--- config.mk ---
export PLATFORM = sky130hd
export DESIGN_NAME = ex_hazard_controller
export DESIGN_NICKNAME = d
export VERILOG_FILES = /design/src/rtl/mips_ctrl_pkg.sv /design/src/rtl/forward_unit.sv /design/src/rtl/ex_hazard_controller.sv
export SDC_FILE = /design/constraint.sdc
export NUM_CORES = 1
export LEC_CHECK = 0
export CAP_MARGIN = 25
export CORE_AREA = 4 4 58 60
export DETAILED_ROUTE_END_ITERATION = 10
export DIE_AREA = 0 0 62 64
export PLACE_DENSITY = 0.83
export SLEW_MARGIN = 10
export SYNTH_ARGS = -nofsm -noshare
export SYNTH_HDL_FRONTEND = slang
export SYNTH_SLANG_ARGS = --single-unit
--- constraint.sdc ---
create_clock -name clk -period 5.6 [get_ports clk]
set_input_delay 1.68 -clock clk [delete_from_list [all_inputs] [get_ports clk]]
set_output_delay 1.68 -clock clk [all_outputs]
set_load 0.05 [all_outputs]
--- src/rtl/mips_ctrl_pkg.sv ---
// rtl/mips_ctrl_pkg.sv - shared EX-stage control types, forwarding encodings and selection helper
package mips_ctrl_pkg;

    typedef enum logic {
        RUN     = 1'b0,
        MC_BUSY = 1'b1
    } ex_state_t;

    localparam logic [1:0] FWD_RF    = 2'b00;
    localparam logic [1:0] FWD_EXMEM = 2'b10;
    localparam logic [1:0] FWD_MEMWB = 2'b01;

    // A load in EX/MEM has no data yet, so only its MEM/WB copy may forward.
    function automatic logic [1:0] fwd_select(
        input logic [4:0] src,
        input logic [4:0] exmem_rd,
        input logic       exmem_alu_write,
        input logic [4:0] memwb_rd,
        input logic       memwb_write
    );
        if (exmem_alu_write && exmem_rd != 5'd0 && exmem_rd == src)
            return FWD_EXMEM;
        if (memwb_write && memwb_rd != 5'd0 && memwb_rd == src)
            return FWD_MEMWB;
        return FWD_RF;
    endfunction

endpackage

--- src/rtl/forward_unit.sv ---
// rtl/forward_unit.sv - combinational ALU operand source selection for both EX operands
module forward_unit
    import mips_ctrl_pkg::*;
(
    input  logic [4:0] ex_rs,
    input  logic [4:0] ex_rt,
    input  logic [4:0] exmem_rd,
    input  logic       exmem_reg_write,
    input  logic       exmem_is_load,
    input  logic [4:0] memwb_rd,
    input  logic       memwb_reg_write,
    output logic [1:0] fwd_a,
    output logic [1:0] fwd_b
);

    logic exmem_alu_write;

    assign exmem_alu_write = exmem_reg_write && !exmem_is_load;
    assign fwd_a = fwd_select(ex_rs, exmem_rd, exmem_alu_write, memwb_rd, memwb_reg_write);
    assign fwd_b = fwd_select(ex_rt, exmem_rd, exmem_alu_write, memwb_rd, memwb_reg_write);

endmodule

--- src/rtl/ex_hazard_controller.sv ---
// rtl/ex_hazard_controller.sv - EX-stage hazard, multi-cycle hold and cache-freeze sequencing
module ex_hazard_controller
    import mips_ctrl_pkg::*;
#(
    parameter int MC_LATENCY  = 4,
    parameter int MEM_TIMEOUT = 64
) (
    input  logic       clk,
    input  logic       rst_b,
    input  logic [4:0] id_rs,
    input  logic [4:0] id_rt,
    input  logic       ex_valid,
    input  logic [4:0] ex_rs,
    input  logic [4:0] ex_rt,
    input  logic [4:0] ex_rd,
    input  logic       ex_is_load,
    input  logic       ex_multicycle,
    input  logic       pc_src,
    input  logic [4:0] exmem_rd,
    input  logic       exmem_reg_write,
    input  logic       exmem_is_load,
    input  logic [4:0] memwb_rd,
    input  logic       memwb_reg_write,
    input  logic       mem_ready,
    output logic [1:0] fwd_a,
    output logic [1:0] fwd_b,
    output logic       stall_pc,
    output logic       stall_ifid,
    output logic       stall_idex,
    output logic       stall_exmem,
    output logic       stall_memwb,
    output logic       flush_ifid,
    output logic       bubble_idex,
    output logic       bubble_exmem,
    output logic       mc_start,
    output logic       mc_done,
    output logic       mem_timeout
);

    localparam int         WAIT_W   = $clog2(MEM_TIMEOUT + 1);
    localparam logic [WAIT_W-1:0] WAIT_MAX = WAIT_W'(MEM_TIMEOUT);
    localparam logic [3:0] MC_LOAD  = 4'(MC_LATENCY - 1);

    ex_state_t         state;
    logic [3:0]        mc_cnt;
    logic [WAIT_W-1:0] wait_cnt;
    logic [1:0]        fwd_a_raw;
    logic [1:0]        fwd_b_raw;
    logic              branch;
    logic              load_use;
    logic              mc_enter;

    forward_unit u_forward (
        .ex_rs           (ex_rs),
        .ex_rt           (ex_rt),
        .exmem_rd        (exmem_rd),
        .exmem_reg_write (exmem_reg_write),
        .exmem_is_load   (exmem_is_load),
        .memwb_rd        (memwb_rd),
        .memwb_reg_write (memwb_reg_write),
        .fwd_a           (fwd_a_raw),
        .fwd_b           (fwd_b_raw)
    );

    assign fwd_a    = rst_b ? fwd_a_raw : FWD_RF;
    assign fwd_b    = rst_b ? fwd_b_raw : FWD_RF;
    assign branch   = ex_valid && pc_src;
    assign mc_enter = ex_valid && ex_multicycle && !pc_src;
    assign load_use = ex_valid && ex_is_load && ex_rd != 5'd0 &&
                      (ex_rd == id_rs || ex_rd == id_rt);

    always_comb begin
        stall_pc     = 1'b0;
        stall_ifid   = 1'b0;
        stall_idex   = 1'b0;
        stall_exmem  = 1'b0;
        stall_memwb  = 1'b0;
        flush_ifid   = 1'b0;
        bubble_idex  = 1'b0;
        bubble_exmem = 1'b0;
        mc_start     = 1'b0;
        mc_done      = 1'b0;
        if (!rst_b) begin
            mc_done = 1'b0;
        end else if (!mem_ready) begin
            {stall_pc, stall_ifid, stall_idex, stall_exmem, stall_memwb} = 5'b11111;
        end else if (state == MC_BUSY) begin
            if (mc_cnt > 4'd1)
                {stall_pc, stall_ifid, stall_idex, bubble_exmem} = 4'b1111;
            else
                mc_done = 1'b1;
        end else if (branch) begin
            flush_ifid  = 1'b1;
            bubble_idex = 1'b1;
        end else if (mc_enter) begin
            mc_start = 1'b1;
            {stall_pc, stall_ifid, stall_idex, bubble_exmem} = 4'b1111;
        end else if (load_use) begin
            {stall_pc, stall_ifid, bubble_idex} = 3'b111;
        end
    end

    always_ff @(posedge clk) begin
        if (!rst_b) begin
            state       <= RUN;
            mc_cnt      <= 4'd0;
            wait_cnt    <= '0;
            mem_timeout <= 1'b0;
        end else if (!mem_ready) begin
            // Frozen: sequencing state holds, only the not-ready streak advances.
            if (wait_cnt != WAIT_MAX)
                wait_cnt <= wait_cnt + 1'b1;
            if (wait_cnt >= WAIT_MAX - 1'b1)
                mem_timeout <= 1'b1;
        end else begin
            wait_cnt <= '0;
            case (state)
                RUN: begin
                    if (mc_enter) begin
                        state  <= MC_BUSY;
                        mc_cnt <= MC_LOAD;
                    end
                end
                MC_BUSY: begin
                    if (mc_cnt > 4'd1) begin
                        mc_cnt <= mc_cnt - 4'd1;
                    end else begin
                        state  <= RUN;
                        mc_cnt <= 4'd0;
                    end
                end
                default: state <= RUN;
            endcase
        end
    end

endmodule

==> qor.csv <==
stage;metric;value;unit
clock_network;cts_max_level;1;
final_layout;nNetsFinal;261;
logic_synthesis;async_reset_ff_share;0;%
timing;slew_headroom;67.0;%
routing;drc;0;
clock_network;cts_hold_buf;0;
logic_synthesis;ys_warn_count;0;
clock_network;clockBufferDepth;2;
clock_network;cts-root-buf;clkbuf_4;
clock_network;cts_tree;yes;
clock_network;cts_setup_buffers;0;
clock_network;cts_sinks;13;
setup_path;cp-start-kind;input port;
global_routing;gr-total-overflow;0;
logic_synthesis;synth_ff_type;dfxtp_1;
logic_synthesis;synth.area.top_cells;dfxtp_1 (22%), xor2_1 (20%), xnor2_1 (5.8%), nor2_1 (5.6%), ha_1 (4.2%);
final_layout;syn_to_final_growth;53.8;%
logic_synthesis;syn_area;1200;um^2
timing;slew_viol_final;0;
die;core_area;2930;um^2
die;die_area;3970;um^2
logic_synthesis;synth_common_cells;xor2_1 (28), nor2_1 (18), dfxtp_1 (13);
routing;drtIter0Drc;45;
final_layout;num_antenna_cells;0;
setup_path;reg2reg_from;mc_cnt[0];
setup_path;r2r_setup_slack;4.11;ns
setup_path;cp_max_fo;13;
logic_synthesis;synth_seq_cells;13;
logic_synthesis;synth_cells;153;
routing;wl_per_cell;12.6;um
placement;dp_hpwl;2600;um
clock_network;worstSkewPairLatency;0.28;ns
timing;max_freq;191;MHz
die;die_h;64;um
setup_path;rr_worst_depth;6;
logic_synthesis;avgSynthCellArea;7.83;um^2
power_and_ir_drop;power.density;139;nW/um^2
setup_path;arrival;3.56;ns
setup_path;path_class;input port to output pin;
clock_network;clkTransAtPathRegs;0.08;ns
final_layout;layout-drive-gt1-share;8.06;%
global_routing;grt_max_degree;15;
die;num_rows;20;
flow_run;cap_violations;0;
global_routing;grt_use_total;16.0;%
setup_path;crit_path_end;fwd_b[0];
routing;viasPerCell;5.17;
setup_path;r2r-end;mc_cnt[1];
global_routing;antenna_found_initial;0;
placement;placed_area;1820;um^2
hold_path;hold_path.class;flop to flop;
routing;ant_nets;0;
die;start_util;40.9;%
placement;gp_congestion;0.876;
logic_synthesis;yosysMostFrequentCell;xor2_1;
setup_path;startpoint;rst_b;
routing;first_pass_iters;4;
run_status;status;complete, no violations;
setup_path;critPathCaptureType;output pin;
die;die_w;62;um
timing;fin_skew;0.00321;ns
power_and_ir_drop;p_leak;0.727;nW
placement;io_buffers;59;
timing;fin_crit;5.24;ns
timing;rsz0062_at_grt;no;
global_routing;grt_pass1_vias;1149;
logic_synthesis;yosysSeqAreaShare;21.7;%
timing;fin_setup_tns;0;ns
clock_network;cts_resized;0;
timing;setup_viol;0;
logic_synthesis;synth_largest_area_cell;dfxtp_1;
routing;dr_total_vias;1262;
final_layout;final_area;1840;um^2
timing;min_period_over_period;93.5;%
final_layout;fin_util;62.9;%
timing;worst_pin_slew;0.494;ns
routing;routed_wl;3070;um
logic_synthesis;synth_cell_types;39;
clock_network;cts_made_buffers;3;
logic_synthesis;synth_top_area_share;21.7;%
power_and_ir_drop;ir_drop;137;uV
logic_synthesis;synth_edf_count;0;
global_routing;grt_pass1_wl;4910;um
logic_synthesis;syn-num-nets;202;
timing;finalHoldViolations;0;
setup_path;critPathRequiredTime;3.92;ns
die;pin_count;60;
-- per-stage QoR --
step	worst slack, ns	instances	total power (W)	hold WS, ns
after CTS	0.353	244	0.000258	0.510
after global routing	0.203	244	0.000272	0.518
after detailed placement	0.354	240	0.000199	0.491
after global placement	0.344	240	0.000198	0.485
after floorplan	0.149	153	0.000148	0.474
final	0.364	244	0.000255	0.501
-- layout by cell type (no fill, tap or decap), types with 2 or more instances in the layout --
cell,netlist,layout
clkdlybuf4s50_1,0,49
and2_2,2,2
o31a_1,2,2
a21o_1,2,2
nand2_1,9,9
inv_1,8,8
nor4_1,2,2
nor3_1,7,7
nor2b_1,3,3
buf_12,0,3
o21ai_0,3,3
nand3b_1,2,2
ha_1,4,4
xnor2_1,8,8
buf_4,2,7
nor4_2,2,2
nand4_1,2,2
o21bai_1,2,2
dfxtp_1,13,13
a22oi_1,2,2
xor2_1,28,28
clkbuf_4,0,3
nor2_1,18,18
o21a_1,2,2
nand3_1,7,7
and3_1,2,2
or4_1,4,4
-- sequential cells by signal (all words and copies together) (netlist names) --
register,count
mem_timeout,1
state,1
wait_cnt,7
mc_cnt,4
-- how the worst min path moves through the flow --
stage           startpoint           to  slack, ns  cells after the start
2_1_floorplan    mc_cnt[0]    mc_cnt[0]       0.47                      2
5_1_grt        mem_timeout  mem_timeout       0.52                      1
3_3_place_gp   mem_timeout  mem_timeout       0.48                      1
3_5_place_dp   mem_timeout  mem_timeout       0.49                      1
6_report       mem_timeout  mem_timeout       0.50                      1
4_1_cts        mem_timeout  mem_timeout       0.51                      1
-- report_power, final --
part,total [W],switching (W),internal [W]
registers,0.0000980,0.00000351,0.0000945
logic,0.0000989,0.0000467,0.0000521
clock network,0.0000587,0.0000310,0.0000276
-- routing by layer --
metal / vias to the layer above / global-route usage, % / wire length, um
li1: 648 / - / -
met1: 573 / 18.3 / 1260
met2: 39 / 28.8 / 1590
met3: 2 / 4.65 / 200
met4: 0 / 2.39 / 21
met5: - / 0 / 0
-- cell families after synthesis --
logic type               count (synthesis)  synth area share [%]
AO/OA/AOI/OAI                           21                  12.8
XOR/XNOR                                36                  26.3
adder cells (fa/ha/maj)                  4                  4.18
buffers and inverters                   13                  4.70
flip-flops                              13                  21.7
multiplexers                             1                 0.835
AND/OR/NAND/NOR                         65                  29.4
-- layout make-up --
| class | count | area (um^2) |
|---|---|---|
| Tap cell | 33 | 41.3 |
| Multi-Input combinational cell | 127 | 882 |
| Clock buffer | 4 | 26.3 |
| Timing Repair Buffer | 59 | 603 |
| Sequential cell | 13 | 260 |
| Inverter | 8 | 30.0 |
| Fill cell | 272 | 1080 |
-- worst max-delay path: stages --
cell and delay [ns]:
clkdlybuf4s50_1 0.71, o211ai_1 0.16, or4_1 0.57, nor4_2 0.26
buf_12 0.18
(Power assumes the default switching activity.)
